## src/rtl/serial_sub_pkg.sv

```systemverilog
// -----------------------------------------------------------------------------
// serial_sub_pkg
// Shared definitions for the bit-serial subtractor: FSM state encoding and the
// default operand width.
// -----------------------------------------------------------------------------
package serial_sub_pkg;

    localparam int DEFAULT_WIDTH = 8;

    typedef enum logic [1:0] {
        IDLE  = 2'd0,
        SHIFT = 2'd1,
        DONE  = 2'd2
    } state_t;

endpackage : serial_sub_pkg

```

## src/rtl/serial_sub_full_sub.sv

```systemverilog
// -----------------------------------------------------------------------------
// half_sub / full_sub
// Combinational subtractor cells. full_sub is built from two half subtractors
// and an OR on their borrows, mirroring the full-adder-from-half-adders cell.
//
// half_sub ports:
//   x, y  in   operand bits (computes x - y)
//   d     out  difference bit  (x ^ y)
//   bo    out  borrow-out bit  (~x & y)
// full_sub ports:
//   x, y  in   operand bits (computes x - y - bin)
//   bin   in   borrow-in
//   d     out  difference bit
//   bout  out  borrow-out
// -----------------------------------------------------------------------------
module half_sub (
    input  logic x,
    input  logic y,
    output logic d,
    output logic bo
);
    assign d  = x ^ y;
    assign bo = ~x & y;
endmodule : half_sub

module full_sub (
    input  logic x,
    input  logic y,
    input  logic bin,
    output logic d,
    output logic bout
);
    logic d0;
    logic bo0;
    logic bo1;

    half_sub u_hs0 (
        .x  (x),
        .y  (y),
        .d  (d0),
        .bo (bo0)
    );

    // Second stage subtracts the incoming borrow from the partial difference;
    // its borrow equals ~(x^y) & bin.
    half_sub u_hs1 (
        .x  (d0),
        .y  (bin),
        .d  (d),
        .bo (bo1)
    );

    assign bout = bo0 | bo1;
endmodule : full_sub

```

## src/rtl/serial_sub.sv

```systemverilog
// -----------------------------------------------------------------------------
// serial_sub
// Bit-serial subtractor computing a - b - bin over WIDTH cycles, LSB first,
// with a single registered borrow and a start/done handshake.
//
// Ports:
//   clk    in   rising-edge clock
//   rst_n  in   asynchronous active-low reset
//   start  in   load request, honoured only in IDLE or DONE
//   a      in   minuend, latched on accepted start
//   b      in   subtrahend, latched on accepted start
//   bin    in   borrow-in, latched on accepted start
//   busy   out  high while bits are being produced
//   done   out  one-cycle pulse once diff/bout are final
//   diff   out  (a - b - bin) mod 2^WIDTH; partial while busy
//   bout   out  unsigned borrow-out (a < b + bin)
// -----------------------------------------------------------------------------
module serial_sub
    import serial_sub_pkg::*;
#(
    parameter int WIDTH = DEFAULT_WIDTH
) (
    input  logic             clk,
    input  logic             rst_n,
    input  logic             start,
    input  logic [WIDTH-1:0] a,
    input  logic [WIDTH-1:0] b,
    input  logic             bin,
    output logic             busy,
    output logic             done,
    output logic [WIDTH-1:0] diff,
    output logic             bout
);

    localparam int               CNT_W    = $clog2(WIDTH);
    localparam logic [CNT_W-1:0] CNT_LAST = CNT_W'(WIDTH - 1);

    state_t             state_q, state_d;
    logic [WIDTH-1:0]   a_q, a_d;
    logic [WIDTH-1:0]   b_q, b_d;
    logic [WIDTH-1:0]   diff_q, diff_d;
    logic [CNT_W-1:0]   cnt_q, cnt_d;
    logic               br_q, br_d;
    logic               bout_q, bout_d;

    logic               fs_d;
    logic               fs_bout;

    full_sub u_full_sub (
        .x    (a_q[0]),
        .y    (b_q[0]),
        .bin  (br_q),
        .d    (fs_d),
        .bout (fs_bout)
    );

    always_ff @(posedge clk or negedge rst_n) begin
        if (!rst_n) begin
            state_q <= IDLE;
            a_q     <= '0;
            b_q     <= '0;
            diff_q  <= '0;
            cnt_q   <= '0;
            br_q    <= 1'b0;
            bout_q  <= 1'b0;
        end else begin
            state_q <= state_d;
            a_q     <= a_d;
            b_q     <= b_d;
            diff_q  <= diff_d;
            cnt_q   <= cnt_d;
            br_q    <= br_d;
            bout_q  <= bout_d;
        end
    end

    always_comb begin
        state_d = state_q;
        a_d     = a_q;
        b_d     = b_q;
        diff_d  = diff_q;
        cnt_d   = cnt_q;
        br_d    = br_q;
        bout_d  = bout_q;

        case (state_q)
            IDLE, DONE: begin
                if (start) begin
                    a_d     = a;
                    b_d     = b;
                    br_d    = bin;
                    cnt_d   = '0;
                    state_d = SHIFT;
                end else if (state_q == DONE) begin
                    state_d = IDLE;
                end
            end

            SHIFT: begin
                // After WIDTH shifts the first-produced (LSB) bit has reached
                // diff[0], so the result needs no reordering.
                diff_d = {fs_d, diff_q[WIDTH-1:1]};
                a_d    = a_q >> 1;
                b_d    = b_q >> 1;
                br_d   = fs_bout;
                if (cnt_q == CNT_LAST) begin
                    bout_d  = fs_bout;
                    state_d = DONE;
                end else begin
                    cnt_d = cnt_q + CNT_W'(1);
                end
            end

            default: begin
                state_d = IDLE;
            end
        endcase
    end

    assign busy = (state_q == SHIFT);
    assign done = (state_q == DONE);
    assign diff = diff_q;
    assign bout = bout_q;

endmodule : serial_sub
```

## config.mk

```make
export PLATFORM = sky130hd
export DESIGN_NAME = serial_sub
export DESIGN_NICKNAME = d
export VERILOG_FILES = /design/src/rtl/serial_sub_pkg.sv /design/src/rtl/serial_sub_full_sub.sv /design/src/rtl/serial_sub.sv
export SDC_FILE = /design/constraint.sdc
export NUM_CORES = 1
export LEC_CHECK = 0
export BUFFER_PORTS_ARGS = -buffer_cell sky130_fd_sc_hd__buf_4
export CAP_MARGIN = 40
export CELL_PAD_IN_SITES_DETAIL_PLACEMENT = 0
export CELL_PAD_IN_SITES_GLOBAL_PLACEMENT = 2
export CORE_MARGIN = 5
export CORE_UTILIZATION = 37
export DETAILED_ROUTE_END_ITERATION = 10
export PLACE_DENSITY = 0.87
export SYNTH_ARGS = -nofsm -noshare
export SYNTH_HDL_FRONTEND = slang
export SYNTH_SLANG_ARGS = --single-unit
```

## constraint.sdc

```tcl
create_clock -name clk -period 2.5 [get_ports clk]
set_input_delay 0.125 -clock clk [delete_from_list [all_inputs] [get_ports clk]]
set_output_delay 0.125 -clock clk [all_outputs]
set_load 0.02 [all_outputs]
```

==> flow_summary.ini <==
[final_layout]
drive_gt1_share_pct = 29.5
syn_to_final_growth_pct = 23.0
regArea_um2 = 776
postLayoutCellArea_um2 = 1870
fin_nets = 188
diodes = 0
multi_input_area_um2 = 626
fill_cells = 379

[clock_tree]
cts_buffer_depth = 2
htree_num_levels = 2
cts_hold_buf = 1
cts.sinks = 31
clk_latency_ns = 0.28
post_cts_buffers = 0
cts_tree = built
clockRootBuffer = clkbuf_8
path_clk_slew_ns = 0.07
cts_resized = 0
tritoncts.num_buffers = 5

[synthesis]
yosys-mux-area-fraction_pct = 13.4
syn_area_um2 = 1520
synthXorXnorAreaFrac_pct = 0.578
synthAdderAreaFrac_pct = 2.97
synth-compound-area-share_pct = 15.2
synth_top_family_by_area = compound AO/OA/AOI/OAI gates
synth_cells = 136
seq_area_frac_synth_pct = 51.2
synth_nets = 159
yosys_warnings = 0
ys_types = 26
synth_seq_cells = 31
synth-simple-area-share_pct = 9.16
avgSynthCellArea_um2 = 11.2

[floorplanning]
die_x_um = 74.0
die_area_um2 = 5480
core-area_um2 = 4000
ioPinCount = 31
die_h_um = 74.0
rows = 23
start_util_pct = 37.9

[power_and_ir_drop]
p_per_area_nw_per_um2 = 1300
vdd_drop_max_uv = 412
power_frac_seq_pct = 39.0
power.switching_uw = 845
power.share.switching_pct = 35.0
p_leak_nw = 0.863
pwr-share-comb_pct = 40.4
clkPwrFrac_pct = 20.6
intPower_mw = 1.57

[placement]
io_buffers = 30
dpl_cell_area_um2 = 1740
gp_congestion = 0.737
dp_hpwl_um = 2170

[grt]
gr-total-overflow = 0
grt_start_max_net_pins = 32
grt_pass1_wl_um = 4870
grt_pass1_vias = 1101
grtUsageTotal_pct = 11.8
antenna_found_initial = 0

[drt]
routedWlPerCell_um = 13.6
vias_per_cell = 5.00
drc = 0
wl_um = 2940
drtPass1Iterations = 4
drt_iter0_drc = 25
drtAntennaViolNets = 0
vias = 1079

[critical_path]
crit_arrival_ns = 1.59
critPathLaunchType = flip-flop
required_ns = 2.38
slowest_delay_ns = 0.73
crit_buf_inv = 2
crit_chain = nand2b_4, inv_1, buf_4
r2r.worst_path.cells = 2
critPathMaxFanout = 15
criticalPathCategory = reg2out
cp.depth = 3
cpMaxStageDelayCell = dfrtp_1
crit_family = flip-flops
crit_path_end_kind = output port

[timing]
fmax_mhz = 582
slew_viol_final = 0
grt_setup_unrepaired = false
finalCritPeriodShare_pct = 68.8
tightest_slew_ns = 0.611
clock-skew-final_ns = 0.00805
fin_crit_ns = 1.72
setup_viol = 0
final.setup.tns_ns = 0
hold_violations = 0
slew_headroom_pct = 59.3

[flow_run]
max-cap-violations = 0

[status]
run_status = finished clean

[hold_path]
hold_path.class = in2reg
holdPathStages = 2
-- worst register-to-register path: cells and delay by family, from the launching register on --
family	cells	cell delay [ns]
DFF	1	0.73
muxes	1	0.37
and+or+nand+nor	1	0.37
-- cells in the mapped netlist (all sizes together) --
library cell  number  area, um^2
nand2b             2        20.0
nand3              3        15.0
a21oi             15        75.1
mux2               9         113
nor2               2        7.51
a21o               1        7.51
inv               11        41.3
o21ai              2        10.0
ha                 2        25.0
o211ai             2        15.0
nand2              7        26.3
xor2               1        8.76
fa                 1        20.0
a22o               2        17.5
nor2b             10        62.6
a211oi             9        67.6
dfrtp             31         776
buf                9        68.8
mux2i              9        90.1
nand3b             1        7.51
o22ai              6        37.5
clkbuf             1        5.00
-- sequential cells by signal (all words and copies together) (netlist names) --
| signal | count |
|---|---|
| state_q | 2 |
| a_q | 8 |
| diff | 8 |
| bout | 1 |
| cnt_q | 3 |
| b_q | 8 |
| br_q | 1 |
-- cell families after synthesis --
group                      count (synthesis)
buffers and inverters                     21
and+or+nand+nor                           25
DFF                                       31
muxes                                     18
adders and majority gates                  3
xor gates and xnor gates                   1
AOI/OAI and AO/OA                         37
-- cell type report --
type	count	area share (%)
Multi-Input combinational cell	84	33.5
Timing Repair Buffer	32	13.0
Sequential cell	31	41.6
Clock inverter	2	1.88
Inverter	11	2.21
Tap cell	50	3.35
Clock buffer	6	4.43
-- stage by stage --
stage / utilization, % / cells / setup WS, ns / hold slack [ns] / power [mW]
after CTS: 46.6 / 216 / 0.748 / 0.0711 / 2.45
after floorplan: - / 136 / 1.09 / -0.171 / 1.67
after detailed placement: 43.4 / 207 / 0.907 / 0.0782 / 1.94
final: 46.6 / 216 / 0.781 / 0.0735 / 2.42
after global routing: 46.6 / 216 / 0.677 / 0.0709 / 2.60
after global placement: 43.4 / 207 / 0.938 / 0.0795 / 1.91
-- worst paths after layout --
| check | start | to | slack, ns |
|---|---|---|---|
| hold / removal | b[7] | b_q[7]$_DFFE_PN0P_ | 0.07 |
| setup reg to reg | state_q[1]$_DFFE_PN0P_ | diff[3]$_DFFE_PN0N_ | 0.92 |
| setup / recovery | state_q[1]$_DFFE_PN0P_ | busy | 0.78 |
| hold reg to reg | diff[0]$_DFFE_PN0N_ | diff[0]$_DFFE_PN0N_ | 0.51 |
| min in group asynchronous | rst_n | a_q[3]$_DFFE_PN0P_ | 0.32 |
| max in group asynchronous | rst_n | cnt_q[0]$_DFFE_PN0P_ | 1.89 |
-- power groups by stage --
stage / registers [mW] / logic, mW / clock network (mW)
final: 0.942 / 0.977 / 0.498
after global placement: 0.942 / 0.963 / 0
after CTS: 0.944 / 0.996 / 0.514
after detailed placement: 0.950 / 0.992 / 0
after floorplan: 0.973 / 0.694 / 0
after global routing: 0.974 / 1.10 / 0.532
-- cell usage in the layout (no fill, tap or decap) --
cell / netlist / layout
a21o_1: 1 / 1
dlygate4sd3_1: 0 / 1
bufinv_16: 0 / 1
xor2_1: 1 / 1
inv_1: 11 / 11
o22ai_1: 6 / 6
nand2_1: 7 / 7
clkinv_2: 0 / 1
nor2b_1: 10 / 10
buf_4: 2 / 31
o21ai_0: 2 / 2
ha_1: 2 / 2
mux2_2: 6 / 6
nand3b_1: 1 / 1
a211oi_1: 9 / 9
dfrtp_1: 31 / 31
fa_1: 1 / 1
mux2_4: 3 / 3
clkbuf_8: 0 / 6
nand2b_4: 1 / 1
nand2b_1: 1 / 1
a22o_1: 2 / 2
o211ai_1: 2 / 2
mux2i_1: 9 / 9
nor2_1: 2 / 2
a21oi_1: 15 / 15
nand3_1: 3 / 3
-- metal layers --
| layer | wire length, um | track usage [%] | up-vias |
|---|---|---|---|
| met5 | 0 | 0 | - |
| met4 | 52 | 5.43 | 0 |
| met3 | 216 | 3.65 | 7 |
| met2 | 1390 | 19.1 | 29 |
| met1 | 1270 | 14.3 | 512 |
| li1 | - | - | 531 |
Power figures use the tool's default switching activity.
